**config.mk**
```make
export PLATFORM = sky130hd
export DESIGN_NAME = split_cost_sequencer_flat
export DESIGN_NICKNAME = d
export VERILOG_FILES = /design/src/rtl/split_cost_if.sv /design/src/rtl/split_cost_sequencer.sv /design/src/flat_wrapper.sv
export SDC_FILE = /design/constraint.sdc
export NUM_CORES = 1
export LEC_CHECK = 0
export BUFFER_PORTS_ARGS = -buffer_cell sky130_fd_sc_hd__buf_2
export CAP_MARGIN = 15
export CORE_MARGIN = 1.5
export CORE_UTILIZATION = 55
export CTS_BUF_LIST = sky130_fd_sc_hd__clkbuf_8 sky130_fd_sc_hd__clkbuf_16
export DETAILED_ROUTE_END_ITERATION = 10
export HOLD_SLACK_MARGIN = 0.1
export PLACE_DENSITY = 0.79
export REMOVE_ABC_BUFFERS = 1
export SLEW_MARGIN = 20
export SYNTH_ARGS = -nofsm -noshare
export SYNTH_HDL_FRONTEND = slang
export SYNTH_SLANG_ARGS = --single-unit
```
**constraint.sdc**
```tcl
create_clock -name clk -period 2.3 [get_ports clk]
set_input_delay 0.23 -clock clk [delete_from_list [all_inputs] [get_ports clk]]
set_output_delay 0.23 -clock clk [all_outputs]
set_load 0.01 [all_outputs]
```
**src/rtl/split_cost_if.sv**
```systemverilog
// Handshake and cost-store bundle between the split-cost sequencer and its environment.
// The slave modport is the sequencer's view; the master modport is the driving side.
interface split_cost_if #(
    parameter int DW = 32,
    parameter int KW = 8
);
    logic          start;
    logic [KW-1:0] k_lo;
    logic [KW-1:0] k_hi;
    logic          busy;
    logic          rd_en;
    logic [KW-1:0] rd_k;
    logic [DW-1:0] rd_left;
    logic [DW-1:0] rd_right;
    logic [DW-1:0] rd_prod;
    logic          cand_valid;
    logic          cand_ready;
    logic [DW-1:0] cand_cost;
    logic [KW-1:0] cand_k;
    logic          cand_last;
    logic          done;
    logic          empty;

    modport master (
        output start, k_lo, k_hi, rd_left, rd_right, rd_prod, cand_ready,
        input  busy, rd_en, rd_k, cand_valid, cand_cost, cand_k, cand_last, done, empty
    );

    modport slave (
        input  start, k_lo, k_hi, rd_left, rd_right, rd_prod, cand_ready,
        output busy, rd_en, rd_k, cand_valid, cand_cost, cand_k, cand_last, done, empty
    );
endinterface

```
**src/rtl/split_cost_sequencer.sv**
```systemverilog
// Walks split index k over [k_lo, k_hi) for one chain-multiplier cell and streams
// saturated (cost, k) candidates to the minimum/k register pair over valid/ready.
module split_cost_sequencer #(
    parameter int DW = 32,
    parameter int KW = 8
) (
    input  logic         clk,
    input  logic         rst,
    split_cost_if.slave  bus
);

    typedef enum logic [2:0] {
        ST_IDLE = 3'd0,
        ST_RD   = 3'd1,
        ST_CAP  = 3'd2,
        ST_OUT  = 3'd3,
        ST_FIN  = 3'd4
    } state_t;

    localparam logic [KW-1:0] K_ONE = {{(KW-1){1'b0}}, 1'b1};

    // Three-term add at DW+2 bits; any carry out clamps to all-ones so an overflow
    // can never look like a small minimum.
    function automatic logic [DW-1:0] sat_add3(
        input logic [DW-1:0] a,
        input logic [DW-1:0] b,
        input logic [DW-1:0] c
    );
        logic [DW+1:0] sum;
        sum = {2'b00, a} + {2'b00, b} + {2'b00, c};
        if (sum[DW+1:DW] != 2'b00) begin
            sat_add3 = {DW{1'b1}};
        end else begin
            sat_add3 = sum[DW-1:0];
        end
    endfunction

    state_t        r_state;
    logic [KW-1:0] r_k;
    logic [KW-1:0] r_k_hi;
    logic          r_busy;
    logic          r_rd_en;
    logic [KW-1:0] r_rd_k;
    logic          r_cand_valid;
    logic [DW-1:0] r_cand_cost;
    logic [KW-1:0] r_cand_k;
    logic          r_cand_last;
    logic          r_done;
    logic          r_empty;

    state_t        w_state_nxt;
    logic [KW-1:0] w_k_nxt;
    logic [KW-1:0] w_k_hi_nxt;
    logic          w_busy_nxt;
    logic          w_rd_en_nxt;
    logic [KW-1:0] w_rd_k_nxt;
    logic          w_cand_valid_nxt;
    logic [DW-1:0] w_cand_cost_nxt;
    logic [KW-1:0] w_cand_k_nxt;
    logic          w_cand_last_nxt;
    logic          w_done_nxt;
    logic          w_empty_nxt;

    // Next-state and next-output decode; all outputs are registered from these values.
    always_comb begin
        w_state_nxt      = r_state;
        w_k_nxt          = r_k;
        w_k_hi_nxt       = r_k_hi;
        w_busy_nxt       = r_busy;
        w_rd_en_nxt      = 1'b0;
        w_rd_k_nxt       = r_rd_k;
        w_cand_valid_nxt = r_cand_valid;
        w_cand_cost_nxt  = r_cand_cost;
        w_cand_k_nxt     = r_cand_k;
        w_cand_last_nxt  = r_cand_last;
        w_done_nxt       = 1'b0;
        w_empty_nxt      = 1'b0;

        case (r_state)
            ST_IDLE: begin
                if (bus.start) begin
                    w_k_nxt    = bus.k_lo;
                    w_k_hi_nxt = bus.k_hi;
                    w_busy_nxt = 1'b1;
                    if (bus.k_lo >= bus.k_hi) begin
                        w_state_nxt = ST_FIN;
                        w_done_nxt  = 1'b1;
                        w_empty_nxt = 1'b1;
                    end else begin
                        w_state_nxt = ST_RD;
                        w_rd_en_nxt = 1'b1;
                        w_rd_k_nxt  = bus.k_lo;
                    end
                end else begin
                    w_state_nxt = ST_IDLE;
                end
            end
            ST_RD: begin
                // Read data for r_k arrives during CAP.
                w_state_nxt = ST_CAP;
            end
            ST_CAP: begin
                w_cand_cost_nxt  = sat_add3(bus.rd_left, bus.rd_right, bus.rd_prod);
                w_cand_k_nxt     = r_k;
                w_cand_last_nxt  = (r_k == (r_k_hi - K_ONE));
                w_cand_valid_nxt = 1'b1;
                w_state_nxt      = ST_OUT;
            end
            ST_OUT: begin
                if (bus.cand_ready) begin
                    w_cand_valid_nxt = 1'b0;
                    if (r_cand_last) begin
                        // Last is known before any increment, so k never wraps.
                        w_state_nxt = ST_FIN;
                        w_done_nxt  = 1'b1;
                    end else begin
                        w_k_nxt     = r_k + K_ONE;
                        w_state_nxt = ST_RD;
                        w_rd_en_nxt = 1'b1;
                        w_rd_k_nxt  = r_k + K_ONE;
                    end
                end else begin
                    w_state_nxt = ST_OUT;
                end
            end
            ST_FIN: begin
                w_busy_nxt  = 1'b0;
                w_state_nxt = ST_IDLE;
            end
            default: begin
                w_state_nxt      = ST_IDLE;
                w_busy_nxt       = 1'b0;
                w_cand_valid_nxt = 1'b0;
            end
        endcase
    end

    // State, sweep bookkeeping and registered outputs.
    always_ff @(posedge clk or posedge rst) begin
        if (rst) begin
            r_state      <= ST_IDLE;
            r_k          <= {KW{1'b0}};
            r_k_hi       <= {KW{1'b0}};
            r_busy       <= 1'b0;
            r_rd_en      <= 1'b0;
            r_rd_k       <= {KW{1'b0}};
            r_cand_valid <= 1'b0;
            r_cand_cost  <= {DW{1'b0}};
            r_cand_k     <= {KW{1'b0}};
            r_cand_last  <= 1'b0;
            r_done       <= 1'b0;
            r_empty      <= 1'b0;
        end else begin
            r_state      <= w_state_nxt;
            r_k          <= w_k_nxt;
            r_k_hi       <= w_k_hi_nxt;
            r_busy       <= w_busy_nxt;
            r_rd_en      <= w_rd_en_nxt;
            r_rd_k       <= w_rd_k_nxt;
            r_cand_valid <= w_cand_valid_nxt;
            r_cand_cost  <= w_cand_cost_nxt;
            r_cand_k     <= w_cand_k_nxt;
            r_cand_last  <= w_cand_last_nxt;
            r_done       <= w_done_nxt;
            r_empty      <= w_empty_nxt;
        end
    end

    assign bus.busy       = r_busy;
    assign bus.rd_en      = r_rd_en;
    assign bus.rd_k       = r_rd_k;
    assign bus.cand_valid = r_cand_valid;
    assign bus.cand_cost  = r_cand_cost;
    assign bus.cand_k     = r_cand_k;
    assign bus.cand_last  = r_cand_last;
    assign bus.done       = r_done;
    assign bus.empty      = r_empty;

endmodule

```
**src/flat_wrapper.sv**
```systemverilog
// flat-port wrapper written by rule: the top's interface ports become plain ports
module split_cost_sequencer_flat 
#(
    parameter int DW = 32,
    parameter int KW = 8
)
  (clk, rst, bus_start, bus_k_lo, bus_k_hi, bus_rd_left, bus_rd_right, bus_rd_prod, bus_cand_ready, bus_busy, bus_rd_en, bus_rd_k, bus_cand_valid, bus_cand_cost, bus_cand_k, bus_cand_last, bus_done, bus_empty);
  split_cost_if #(.DW(DW), .KW(KW)) bus_i ();
  input  logic clk;
  input  logic rst;
  input wire logic [$bits(bus_i.start)-1:0] bus_start;
  input wire logic [$bits(bus_i.k_lo)-1:0] bus_k_lo;
  input wire logic [$bits(bus_i.k_hi)-1:0] bus_k_hi;
  input wire logic [$bits(bus_i.rd_left)-1:0] bus_rd_left;
  input wire logic [$bits(bus_i.rd_right)-1:0] bus_rd_right;
  input wire logic [$bits(bus_i.rd_prod)-1:0] bus_rd_prod;
  input wire logic [$bits(bus_i.cand_ready)-1:0] bus_cand_ready;
  output wire logic [$bits(bus_i.busy)-1:0] bus_busy;
  output wire logic [$bits(bus_i.rd_en)-1:0] bus_rd_en;
  output wire logic [$bits(bus_i.rd_k)-1:0] bus_rd_k;
  output wire logic [$bits(bus_i.cand_valid)-1:0] bus_cand_valid;
  output wire logic [$bits(bus_i.cand_cost)-1:0] bus_cand_cost;
  output wire logic [$bits(bus_i.cand_k)-1:0] bus_cand_k;
  output wire logic [$bits(bus_i.cand_last)-1:0] bus_cand_last;
  output wire logic [$bits(bus_i.done)-1:0] bus_done;
  output wire logic [$bits(bus_i.empty)-1:0] bus_empty;
  assign bus_i.start = bus_start;
  assign bus_i.k_lo = bus_k_lo;
  assign bus_i.k_hi = bus_k_hi;
  assign bus_i.rd_left = bus_rd_left;
  assign bus_i.rd_right = bus_rd_right;
  assign bus_i.rd_prod = bus_rd_prod;
  assign bus_i.cand_ready = bus_cand_ready;
  assign bus_busy = bus_i.busy;
  assign bus_rd_en = bus_i.rd_en;
  assign bus_rd_k = bus_i.rd_k;
  assign bus_cand_valid = bus_i.cand_valid;
  assign bus_cand_cost = bus_i.cand_cost;
  assign bus_cand_k = bus_i.cand_k;
  assign bus_cand_last = bus_i.cand_last;
  assign bus_done = bus_i.done;
  assign bus_empty = bus_i.empty;
  split_cost_sequencer #(.DW(DW), .KW(KW)) u_core (.clk(clk), .rst(rst), .bus(bus_i));
endmodule
```
==> results.cfg <==
[drt]
ant_nets = 0
avgRoutedWirePerCell_um = 17.4
route.detailed.drc = 12
dr.pass1.iters = 10
via_per_inst = 5.95
drt_iter0_markers = 631
dr_total_vias = 7670
routed_wl_mm = 22.4

[run]
maxCapViolations = 0

[synth]
synth-simple-area-share_pct = 15.3
synth_area_per_cell_um2 = 8.52
synthAdderAreaFrac_pct = 14.6
synth_area_leaders = dfrtp_1, ha_1, xnor2_1
synth_top_area_share_pct = 27.7
yosysSeqAreaShare_pct = 27.7
synth_common_cells = nand2_1, ha_1, a21oi_1, dfrtp_1, nor2_1
synth_seq_cells = 73
ys_types = 65
synth_largest_area_cell = dfrtp_1
postSynthCellCount = 775
synth_edf_count = 0
muxShareOfSynthArea_pct = 1.88
syn-cell-area_mm2 = 0.00660
synthXorXnorAreaFrac_pct = 9.16
synth_compound_area_share_pct = 27.9
synthArstFlopShare_pct = 100
yosys_warnings = 0
ys.flop_type = dfrtp_1
synth_top_family_by_area = compound AO/OA/AOI/OAI gates
synthMostInstantiatedCell = nand2_1

[cts]
clock-root-buffer = clkbuf_16
clockBufferDepth = 2
cts_tree = done
h-tree-depth = 3
clk_pin_slew_ns = 0.06
cts_buffers = 9
cts_sinks = 73
insertion_delay_ns = 0.34

[placed_design]
io_buffer_count = 169
routabilityCongestion = 0.955
dp_hpwl_mm = 15.3
post_dp_cell_area_mm2 = 0.00899

[final_layout]
syn_to_final_growth_pct = 48.1
design_area_mm2 = 0.00978
diodes = 0
final_nets = 1334
fillers = 660
drive_gt1_share_pct = 39.9

[sta]
setup_viol = 32
grt_setup_unrepaired = yes
period_share_pct = 181
fin_skew_ns = 0.00661
hold_viol = 0
final.setup.tns_ns = -56.05
worst_pin_slew_ns = 0.769
whs_ns = 0.166
max_freq_ghz = 0.241
fin_ws_ns = -1.86
slew_headroom_pct = 48.7
min_period_ns = 4.16
maxSlewViolCount = 0

[critical_path]
endpoint_kind = flop
arrival_ns = 4.42
r2r_start = u_core.r_state[2]
cp-start-kind = input port
worstPathMaxFanout = 5
cp-startpoint = bus_rd_right[3]
cp.required_ns = 2.57
worstSetupPathType = in2reg

[grt]
grt_pass1_vias = 7650
grt_pass1_wl_mm = 34.9
grt_overflow = 0
antenna_found_initial = 0
grt_max_degree = 74
grtUsageTotal_pct = 33.7

[status]
violations = design-rule violations, negative setup slack
status = complete, but fails checks

[min_path]
hold_path.startpoint = bus_k_hi[1]
hold_path_class = in2reg

[die]
rows = 39
initial_core_util_pct = 57.1
coreArea_mm2 = 0.0116
dieWidth_um = 113
die_area_mm2 = 0.0127
io-pin-count = 170
die_h_um = 113

[pwr]
ir_drop_v = 0.000542
p_leak_nw = 4.88
p_total_w = 0.00978
p_per_area_mw_per_mm2 = 1000
[worst max-delay path, stage by stage]
cell	delay, ns
buf_6	0.10
ha_4	0.25
and2_4	0.14
a311o_1	0.38
o22a_1	0.24
and2_4	0.14
o21a_1	0.17
nor2_2	0.15
o21ai_2	0.07
xor2_1	0.14
ha_1	0.33
buf_6	0.12
nand4_1	0.12
a211oi_2	0.38
o311ai_4	0.18
a21oi_4	0.20
nor3b_2	0.08
a21oi_2	0.22
mux2i_4	0.38
buf_4	0.21
o22a_1	0.18
[cell families after synthesis]
family | after synthesis
AOI/OAI and AO/OA | 271
and+or+nand+nor | 218
adders and majority gates | 76
DFF | 73
xor gates and xnor gates | 69
buffers and inverters | 57
muxes | 11
[state kept, by name (all words and copies together) (netlist names)]
register               flops
u_core.bus.cand_k          8
u_core.bus.empty           1
u_core.bus.cand_last       1
u_core.r_k                 8
u_core.bus.cand_cost      32
u_core.r_state             3
u_core.bus.cand_valid      1
u_core.bus.rd_en           1
u_core.r_k_hi              8
u_core.bus.done            1
u_core.bus.rd_k            8
u_core.bus.busy            1
[layout by cell type (no fill, tap or decap), types with 4 or more instances in the layout]
| cell type | n |
|---|---|
| a211oi_1 | 4 |
| a21oi_1 | 68 |
| a21o_1 | 34 |
| nand3_1 | 14 |
| clkbuf_16 | 10 |
| xor2_1 | 23 |
| nand4_1 | 5 |
| o211ai_1 | 4 |
| nor2_1 | 57 |
| a21oi_2 | 6 |
| a31oi_1 | 10 |
| o21a_1 | 12 |
| nor3_1 | 11 |
| inv_1 | 28 |
| ha_4 | 4 |
| xnor2_1 | 45 |
| nand2b_1 | 8 |
| o21ai_0 | 42 |
| buf_2 | 164 |
| mux2_2 | 8 |
| buf_4 | 204 |
| and3_1 | 11 |
| dfrtp_1 | 73 |
| o22a_1 | 34 |
| o21ai_1 | 6 |
| buf_6 | 11 |
| and2_1 | 6 |
| nand2_1 | 77 |
| ha_1 | 70 |
| o21bai_1 | 10 |
[where the power goes]
part	leakage (nW)	internal (W)	switching (W)
Sequential	0.812	0.00183	0.000497
Combinational	3.92	0.00287	0.00307
Clock	0.155	0.000949	0.000564
[cell type report]
| class | count | area (um^2) | share of cell area, % |
|---|---|---|---|
| Tap cell | 143 | 179 | 1.83 |
| Inverter | 30 | 113 | 1.15 |
| Sequential cell | 73 | 1830 | 18.7 |
| Multi-Input combinational cell | 645 | 4790 | 49.0 |
| Clock inverter | 7 | 95.1 | 0.973 |
| Clock buffer | 9 | 225 | 2.30 |
| Timing Repair Buffer | 383 | 2550 | 26.1 |
[timing repair]
item / 4_1_cts / 5_1_grt
hold buffers: 1 / 0
gates cloned: 3 / 1
setup endpoints to repair: 32 / 32
gates resized for setup: 49 / 16
pin swaps: 50 / 35
setup buffers: 13 / 6
endpoints found under the hold margin: 73 / 0
[layer usage]
metal | vias to the layer above | GRT usage (%) | wire length, um
met5 | - | 0 | 0
met4 | 0 | 20.3 | 1220
met3 | 110 | 5.08 | 1370
met2 | 375 | 59.2 | 11000
met1 | 3616 | 38.9 | 8830
li1 | 3569 | - | -
[through the flow]
step	instances	worst slack (ns)	utilization [%]
after floorplan	748	-2.04	-
after global routing	1290	-2.00	84.5
after detailed placement	1253	-2.19	77.7
after CTS	1285	-1.70	83.7
after global placement	1253	-2.02	77.7
final	1290	-1.86	84.5
[worst paths after layout]
| check | depth (start not counted) | slack, ns | endpoint |
|---|---|---|---|
| worst max-delay path | 21 | -1.86 | u_core.bus.cand_cost[12] |
| worst min-delay path | 3 | 0.17 | u_core.r_k_hi[1] |
| worst min register to register | 2 | 0.48 | u_core.bus.cand_k[3] |
| worst max register to register | 7 | 0.16 | u_core.bus.cand_cost[12] |
| max in group asynchronous | 4 | 1.48 | u_core.r_k_hi[0] |
| min in group asynchronous | 4 | 0.52 | u_core.r_state[2] |
Note: power is estimated with default switching activity, not from simulation.
